==> config.mk <==
export PLATFORM = sky130hd
export DESIGN_NAME = video_timing_scroll
export DESIGN_NICKNAME = d
export VERILOG_FILES = /design/src/rtl/video_pkg.sv /design/src/rtl/block_pos_counter.sv /design/src/rtl/video_timing_scroll.sv
export SDC_FILE = /design/constraint.sdc
export NUM_CORES = 1
export LEC_CHECK = 0
export ABC_AREA = 1
export CAP_MARGIN = 20
export CORE_ASPECT_RATIO = 0.9
export CORE_MARGIN = 2
export CORE_UTILIZATION = 52
export CTS_CLUSTER_SIZE = 12
export DETAILED_ROUTE_END_ITERATION = 10
export HOLD_SLACK_MARGIN = 0.06
export PLACE_DENSITY_LB_ADDON = 0.12
export SLEW_MARGIN = 30
export SYNTH_ARGS = -nofsm -noshare
export SYNTH_HDL_FRONTEND = slang
export SYNTH_SLANG_ARGS = --single-unit
==> constraint.sdc <==
create_clock -name clk -period 2.7 [get_ports clk]
set_input_delay 0.405 -clock clk [delete_from_list [all_inputs] [get_ports clk]]
set_output_delay 0.405 -clock clk [all_outputs]
set_load 0.03 [all_outputs]
==> src/rtl/video_pkg.sv <==
// Shared timing defaults, coordinate widths and the {block, pixel} pair type
// for the raster timing / scroll coordinate generator.
package video_pkg;

  localparam int H_TOTAL_DEF        = 1024;
  localparam int H_SYNC_START_DEF   = 64;
  localparam int H_SYNC_END_DEF     = 136;
  localparam int H_ACTIVE_START_DEF = 304;
  localparam int V_TOTAL_DEF        = 625;
  localparam int V_ACTIVE_DEF       = 540;
  localparam int V_SYNC_START_DEF   = 571;
  localparam int V_SYNC_END_DEF     = 573;
  localparam int PIX_PER_BLOCK_DEF  = 12;
  localparam int X_BLOCKS_DEF       = 64;
  localparam int Y_BLOCKS_DEF       = 48;

  localparam int BLOCK_W = 6;
  localparam int PIX_W   = 4;

  typedef struct packed {
    logic [BLOCK_W-1:0] blk;
    logic [PIX_W-1:0]   pix;
  } coord_t;

  // Normalise a raw scroll value: block reduced modulo nblk, pixel clamped.
  function automatic coord_t norm_coord(input logic [BLOCK_W-1:0] blk,
                                        input logic [PIX_W-1:0]   pix,
                                        input int                 ppb,
                                        input int                 nblk);
    coord_t c;
    c.blk = BLOCK_W'(32'(blk) % 32'(nblk));
    c.pix = (32'(pix) >= 32'(ppb)) ? PIX_W'(ppb - 1) : pix;
    return c;
  endfunction

endpackage

==> src/rtl/block_pos_counter.sv <==
// Loadable block/pixel position counter: pixel wraps at PIX_PER_BLOCK and
// carries into a block field that wraps at MODULUS.
module block_pos_counter
  import video_pkg::*;
#(
  parameter int PIX_PER_BLOCK = PIX_PER_BLOCK_DEF,
  parameter int MODULUS       = X_BLOCKS_DEF
) (
  input  logic   clk,
  input  logic   rst,
  input  logic   load_i,
  input  coord_t load_val_i,
  input  logic   adv_i,
  output coord_t pos_o
);

  coord_t pos_q, pos_d;

  always_comb begin
    pos_d = pos_q;
    if (load_i) begin
      pos_d = load_val_i;
    end else if (adv_i) begin
      if (pos_q.pix == PIX_W'(PIX_PER_BLOCK - 1)) begin
        pos_d.pix = '0;
        pos_d.blk = (pos_q.blk == BLOCK_W'(MODULUS - 1)) ? '0
                                                           : pos_q.blk + BLOCK_W'(1);
      end else begin
        pos_d.pix = pos_q.pix + PIX_W'(1);
      end
    end
  end

  always_ff @(posedge clk) begin
    if (!rst) pos_q <= '0;
    else      pos_q <= pos_d;
  end

  assign pos_o = pos_q;

endmodule

==> src/rtl/video_timing_scroll.sv <==
// Raster timing with frame-synchronous X/Y scroll and block/pixel coordinates.
// Optional raster compare interrupt under macro VIDEO_RASTER_IRQ_EN.
module video_timing_scroll
  import video_pkg::*;
#(
  parameter int H_TOTAL        = H_TOTAL_DEF,
  parameter int H_SYNC_START   = H_SYNC_START_DEF,
  parameter int H_SYNC_END     = H_SYNC_END_DEF,
  parameter int H_ACTIVE_START = H_ACTIVE_START_DEF,
  parameter int V_TOTAL        = V_TOTAL_DEF,
  parameter int V_ACTIVE       = V_ACTIVE_DEF,
  parameter int V_SYNC_START   = V_SYNC_START_DEF,
  parameter int V_SYNC_END     = V_SYNC_END_DEF,
  parameter int PIX_PER_BLOCK  = PIX_PER_BLOCK_DEF,
  parameter int X_BLOCKS       = X_BLOCKS_DEF,
  parameter int Y_BLOCKS       = Y_BLOCKS_DEF
) (
  input  logic               clk,
  input  logic               rst,
  input  logic               scroll_wr,
  input  logic [BLOCK_W-1:0] scroll_x_block,
  input  logic [PIX_W-1:0]   scroll_x_pixel,
  input  logic [BLOCK_W-1:0] scroll_y_block,
  input  logic [PIX_W-1:0]   scroll_y_pixel,
  input  logic [9:0]         raster_line,
  output logic [9:0]         vga_x,
  output logic [9:0]         vga_y,
  output logic               hsync,
  output logic               vsync,
  output logic               active,
  output logic [BLOCK_W-1:0] x_block,
  output logic [PIX_W-1:0]   x_pixel,
  output logic [BLOCK_W-1:0] y_block,
  output logic [PIX_W-1:0]   y_pixel,
  output logic               line_start,
  output logic               frame_start,
  output logic               raster_irq
);

  logic [9:0] x_q, x_d, y_q, y_d;
  logic       hsync_q, hsync_d, vsync_q, vsync_d, active_q, active_d;
  logic       ls_q, ls_d, fs_q, fs_d, irq_q, irq_d;
  coord_t     stg_x_q, stg_x_d, stg_y_q, stg_y_d;
  coord_t     shd_x_q, shd_x_d, shd_y_q, shd_y_d;
  coord_t     xpos, ypos;
  logic       x_wrap, y_wrap, frame_wrap;

  assign x_wrap     = (x_q == 10'(H_TOTAL - 1));
  assign y_wrap     = (y_q == 10'(V_TOTAL - 1));
  assign frame_wrap = x_wrap && y_wrap;

  // Every output register is computed from the next raster position so all
  // outputs describe the same (vga_x, vga_y) in a given cycle.
  always_comb begin
    x_d      = x_wrap ? '0 : x_q + 10'd1;
    y_d      = x_wrap ? (y_wrap ? '0 : y_q + 10'd1) : y_q;
    hsync_d  = (x_d >= 10'(H_SYNC_START)) && (x_d < 10'(H_SYNC_END));
    vsync_d  = (x_d == 10'(H_SYNC_START))
               ? ((y_d >= 10'(V_SYNC_START)) && (y_d < 10'(V_SYNC_END)))
               : vsync_q;
    active_d = (x_d >= 10'(H_ACTIVE_START)) && (y_d < 10'(V_ACTIVE));
    ls_d     = (x_d == '0);
    fs_d     = (x_d == '0) && (y_d == '0);
    stg_x_d  = scroll_wr ? norm_coord(scroll_x_block, scroll_x_pixel, PIX_PER_BLOCK, X_BLOCKS)
                         : stg_x_q;
    stg_y_d  = scroll_wr ? norm_coord(scroll_y_block, scroll_y_pixel, PIX_PER_BLOCK, Y_BLOCKS)
                         : stg_y_q;
    // Shadow takes the pre-write staging value on the frame-wrap clock.
    shd_x_d  = frame_wrap ? stg_x_q : shd_x_q;
    shd_y_d  = frame_wrap ? stg_y_q : shd_y_q;
  end

`ifdef VIDEO_RASTER_IRQ_EN
  assign irq_d = (x_d == '0) && (y_d == raster_line);
`else
  logic unused_raster;
  assign unused_raster = ^raster_line;
  assign irq_d         = 1'b0;
`endif

  always_ff @(posedge clk) begin
    if (!rst) begin
      x_q      <= '0;
      y_q      <= '0;
      hsync_q  <= 1'b0;
      vsync_q  <= 1'b0;
      active_q <= 1'b0;
      ls_q     <= 1'b0;
      fs_q     <= 1'b0;
      irq_q    <= 1'b0;
      stg_x_q  <= '0;
      stg_y_q  <= '0;
      shd_x_q  <= '0;
      shd_y_q  <= '0;
    end else begin
      x_q      <= x_d;
      y_q      <= y_d;
      hsync_q  <= hsync_d;
      vsync_q  <= vsync_d;
      active_q <= active_d;
      ls_q     <= ls_d;
      fs_q     <= fs_d;
      irq_q    <= irq_d;
      stg_x_q  <= stg_x_d;
      stg_y_q  <= stg_y_d;
      shd_x_q  <= shd_x_d;
      shd_y_q  <= shd_y_d;
    end
  end

  // X restarts from the shadow at the first visible clock and holds in blanking.
  block_pos_counter #(
    .PIX_PER_BLOCK(PIX_PER_BLOCK),
    .MODULUS      (X_BLOCKS)
  ) u_xpos (
    .clk       (clk),
    .rst       (rst),
    .load_i    (active_d && (x_d == 10'(H_ACTIVE_START))),
    .load_val_i(shd_x_q),
    .adv_i     (active_d && (x_d != 10'(H_ACTIVE_START))),
    .pos_o     (xpos)
  );

  // Y loads the value entering the shadow so line 0 is valid at frame_start.
  block_pos_counter #(
    .PIX_PER_BLOCK(PIX_PER_BLOCK),
    .MODULUS      (Y_BLOCKS)
  ) u_ypos (
    .clk       (clk),
    .rst       (rst),
    .load_i    (frame_wrap),
    .load_val_i(stg_y_q),
    .adv_i     (x_wrap && !y_wrap),
    .pos_o     (ypos)
  );

  assign vga_x       = x_q;
  assign vga_y       = y_q;
  assign hsync       = hsync_q;
  assign vsync       = vsync_q;
  assign active      = active_q;
  assign x_block     = xpos.blk;
  assign x_pixel     = xpos.pix;
  assign y_block     = ypos.blk;
  assign y_pixel     = ypos.pix;
  assign line_start  = ls_q;
  assign frame_start = fs_q;
  assign raster_irq  = irq_q;

endmodule
==> results of run 1 <==
## sequential cells by signal, summed over array words and instances (netlist names), 10 cells and up
signal and flops:
stg_y_q 10, stg_x_q 10, u_ypos.pos_o 10, vga_y 10
u_xpos.pos_o 10, vga_x 10, shd_x_q 10
## power by group through the flow
stage	logic [mW]	clock network [mW]	registers, mW
2_1_floorplan	0.0536	0	1.17
3_5_place_dp	0.123	0	1.17
5_1_grt	0.135	1.03	1.14
6_report	0.122	0.966	1.14
4_1_cts	0.123	0.990	1.14
3_3_place_gp	0.121	0	1.17
## kinds of logic after synthesis
group	share of synthesized area [%]
DFF	38.5
and+or+nand+nor	35.3
buffers and inverters	8.49
adders and majority gates	2.24
AOI/OAI and AO/OA	13.9
xor gates and xnor gates	1.57
other	0.0961
## stage by stage
stage	total power [mW]	setup WS [ps]
floorplan	1.23	336
finish	2.23	268
global placement	1.29	266
CTS	2.25	151
detailed placement	1.29	172
global route	2.31	21.3
## synthesized netlist by cell type (all sizes together)
library cell / instances
a22oi: 1
conb: 1
o21ai: 41
a21oi: 43
nand2: 141
ha: 7
a221oi: 2
or2: 3
nor2: 93
nand4: 10
nor4: 1
clkinv: 1
o31ai: 1
buf: 7
a31oi: 2
a211oi: 3
dfxtp: 75
and2: 2
nor3: 8
o221ai: 1
nand3: 42
inv: 68
o211a: 1
o211ai: 1
clkbuf: 8
nand3b: 2
xor2: 3
a41oi: 1
nor3b: 2
xnor2: 4
## final cells by class
cell class                      instances  area, µm²  share of cell area (%)
Inverter                               69        259                    5.24
Clock buffer                           12        155                    3.14
Sequential cell                        75       1500                    30.4
Tap cell                               93        116                    2.35
Timing Repair Buffer                   79        761                    15.4
Clock inverter                          4       72.6                    1.47
Multi-Input combinational cell        416       2080                    42.1
## critical path: stages (launching register included)
cell and delay (ps):
dfxtp_1 400, ha_1 240, nand2_4 110, nor2_8 160, nand3b_4 190, nand3_2 180, nand2_1 160, nor2_1 150
nand3_2 170, inv_2 140, nand3_2 140, nand2_1 110, nand3_1 80, nand2_1 70, inv_1 40
## path summary, 6_finish.rpt
path                      startpoint                            to  slack [ps]  cells after the start
min reg2reg  shd_x_q[0]$_SDFFE_PN0P_       shd_x_q[0]$_SDFFE_PN0P_         450                      2
max              vga_x[1]$_SDFF_PN0_  u_xpos.pos_o[7]$_SDFFE_PN0P_         270                     14
max reg2reg      vga_x[1]$_SDFF_PN0_  u_xpos.pos_o[7]$_SDFFE_PN0P_         270                     14
min          shd_x_q[0]$_SDFFE_PN0P_       shd_x_q[0]$_SDFFE_PN0P_         450                      2
## layer usage
layer  track usage (%)  wire (µm)  up-vias
met5                 0          0        -
met4              5.01         93        0
met3              6.52        507        9
met2              36.9       4200      102
met1              33.2       4500     1743
li1                  -          -     2009
## what timing repair did
action	in CTS	in global routing
setup buffers	0	4
endpoints found under the setup margin	0	5
resized for setup	0	2
==> impl_metrics.toml, run 1 <==
[layout]
final_common_cell = "nand2_1"
fin_cells = 748
syn2layout_area_growth_pct = 26.7
stdcell_area_um2 = 4950
diodes = 0
fin_util_pct = 69.2
nets = 690
layout_common_cells = "140 x nand2_1, 87 x nor2_1, 75 x dfxtp_1"
fillers = 643
drive_gt1_share_pct = 8.40

[cts]
cts_sinks = 75
cts-root-buf = "clkbuf_8"
cts_tree = "built"
cts_buffer_depth = 2
clk_pin_slew_worst_paths_ps = 70
cts-hold-fix-buffers = 0
cts.htree.levels = 3
clkLatencyLatePin_ps = 340
numCtsBuffers = 9

[global_route]
grt_max_degree = 34
grt.overflow.total = 0
grt_pass1_wl_um = 15800
grt_pass1_vias = 3499
track_usage_pct = 23.8
antenna_found_initial = 0

[power]
p_sw_share_pct = 21.2
cellLeakagePower_nw = 2.07
seq_power_share_pct = 51.2
p_int_mw = 1.76
p_comb_share_pct = 5.5
powerDensity_nw_per_um2 = 451
peakVddDrop_uv = 267
p_sw_uw = 473
p_clk_share_pct = 43.3

[logic_synthesis]
synth_top_area_share_pct = 38.5
synth-seq-area-share_pct = 38.5
yosys.cell_types.count = 46
ys_ff_latch = 75
netlist_instances = 575
synth_top_cell_by_area = "dfxtp_1"
syn_area_um2 = 3900
ys_warn_count = 0
syn_avg_cell_area_um2 = 6.79
netlist_top_cells_area = "dfxtp_1 38%, nand2_1 13%, nor2_1 8.4%"
syn-num-nets = 615

[floorplan]
dieWidth_um = 95.3
start_util_pct = 54.6
num_rows = 29
ioPinCount = 79
core_um2 = 7150
die_h_um = 86.2
dieArea_um2 = 8220

[drt]
antenna_left = 0
first_pass_iters = 5
viasPerCell = 5.16
wire_per_inst_um = 12.4
drt-total-wl_um = 9300
route.detailed.drc = 0
drt_iter0_drc = 188
dr_total_vias = 3863

[placement]
dpl.cell_count = 728
dpl_cell_area_um2 = 4680
gp_congestion = 0.829
numPortBuffers = 67
dp_hpwl_um = 6810

[sta]
fmax_mhz = 411
skew_ps = 5.50
fin_tns_setup_ps = 0
timing.hold.ws_ps = 455
timing.slew.headroom_pct = 59.5
tightest_slew_ps = 606
hold_viol_final = 0
timing.final.crit_share_pct = 90.1
setup_viol = 0
finalMaxSlewViolations = 0
finalCriticalPeriod_ps = 2430
rsz0062_at_grt = "false"

[run_status]
status = "finished, final reports clean"

[worst_setup_path]
cp.arrival_ps = 2670
critPathKind = "flip-flop to flip-flop"
cp.required_ps = 2940
endpoint_kind = "flip-flop"
crit_fanout = 13
worst_setup_path_start_kind = "flip-flop"

[job]
cap_violations = 0

[worst_hold_path]
hp-class = "flip-flop to flip-flop"
No activity file was read; power rests on OpenSTA's default activity.
==> inputs of run 2 (changes only) <==
SLEW_MARGIN = 20   (was 30)
==> results of run 2 <==
The final DEF is identical to that of run 1; final timing and power are the same.
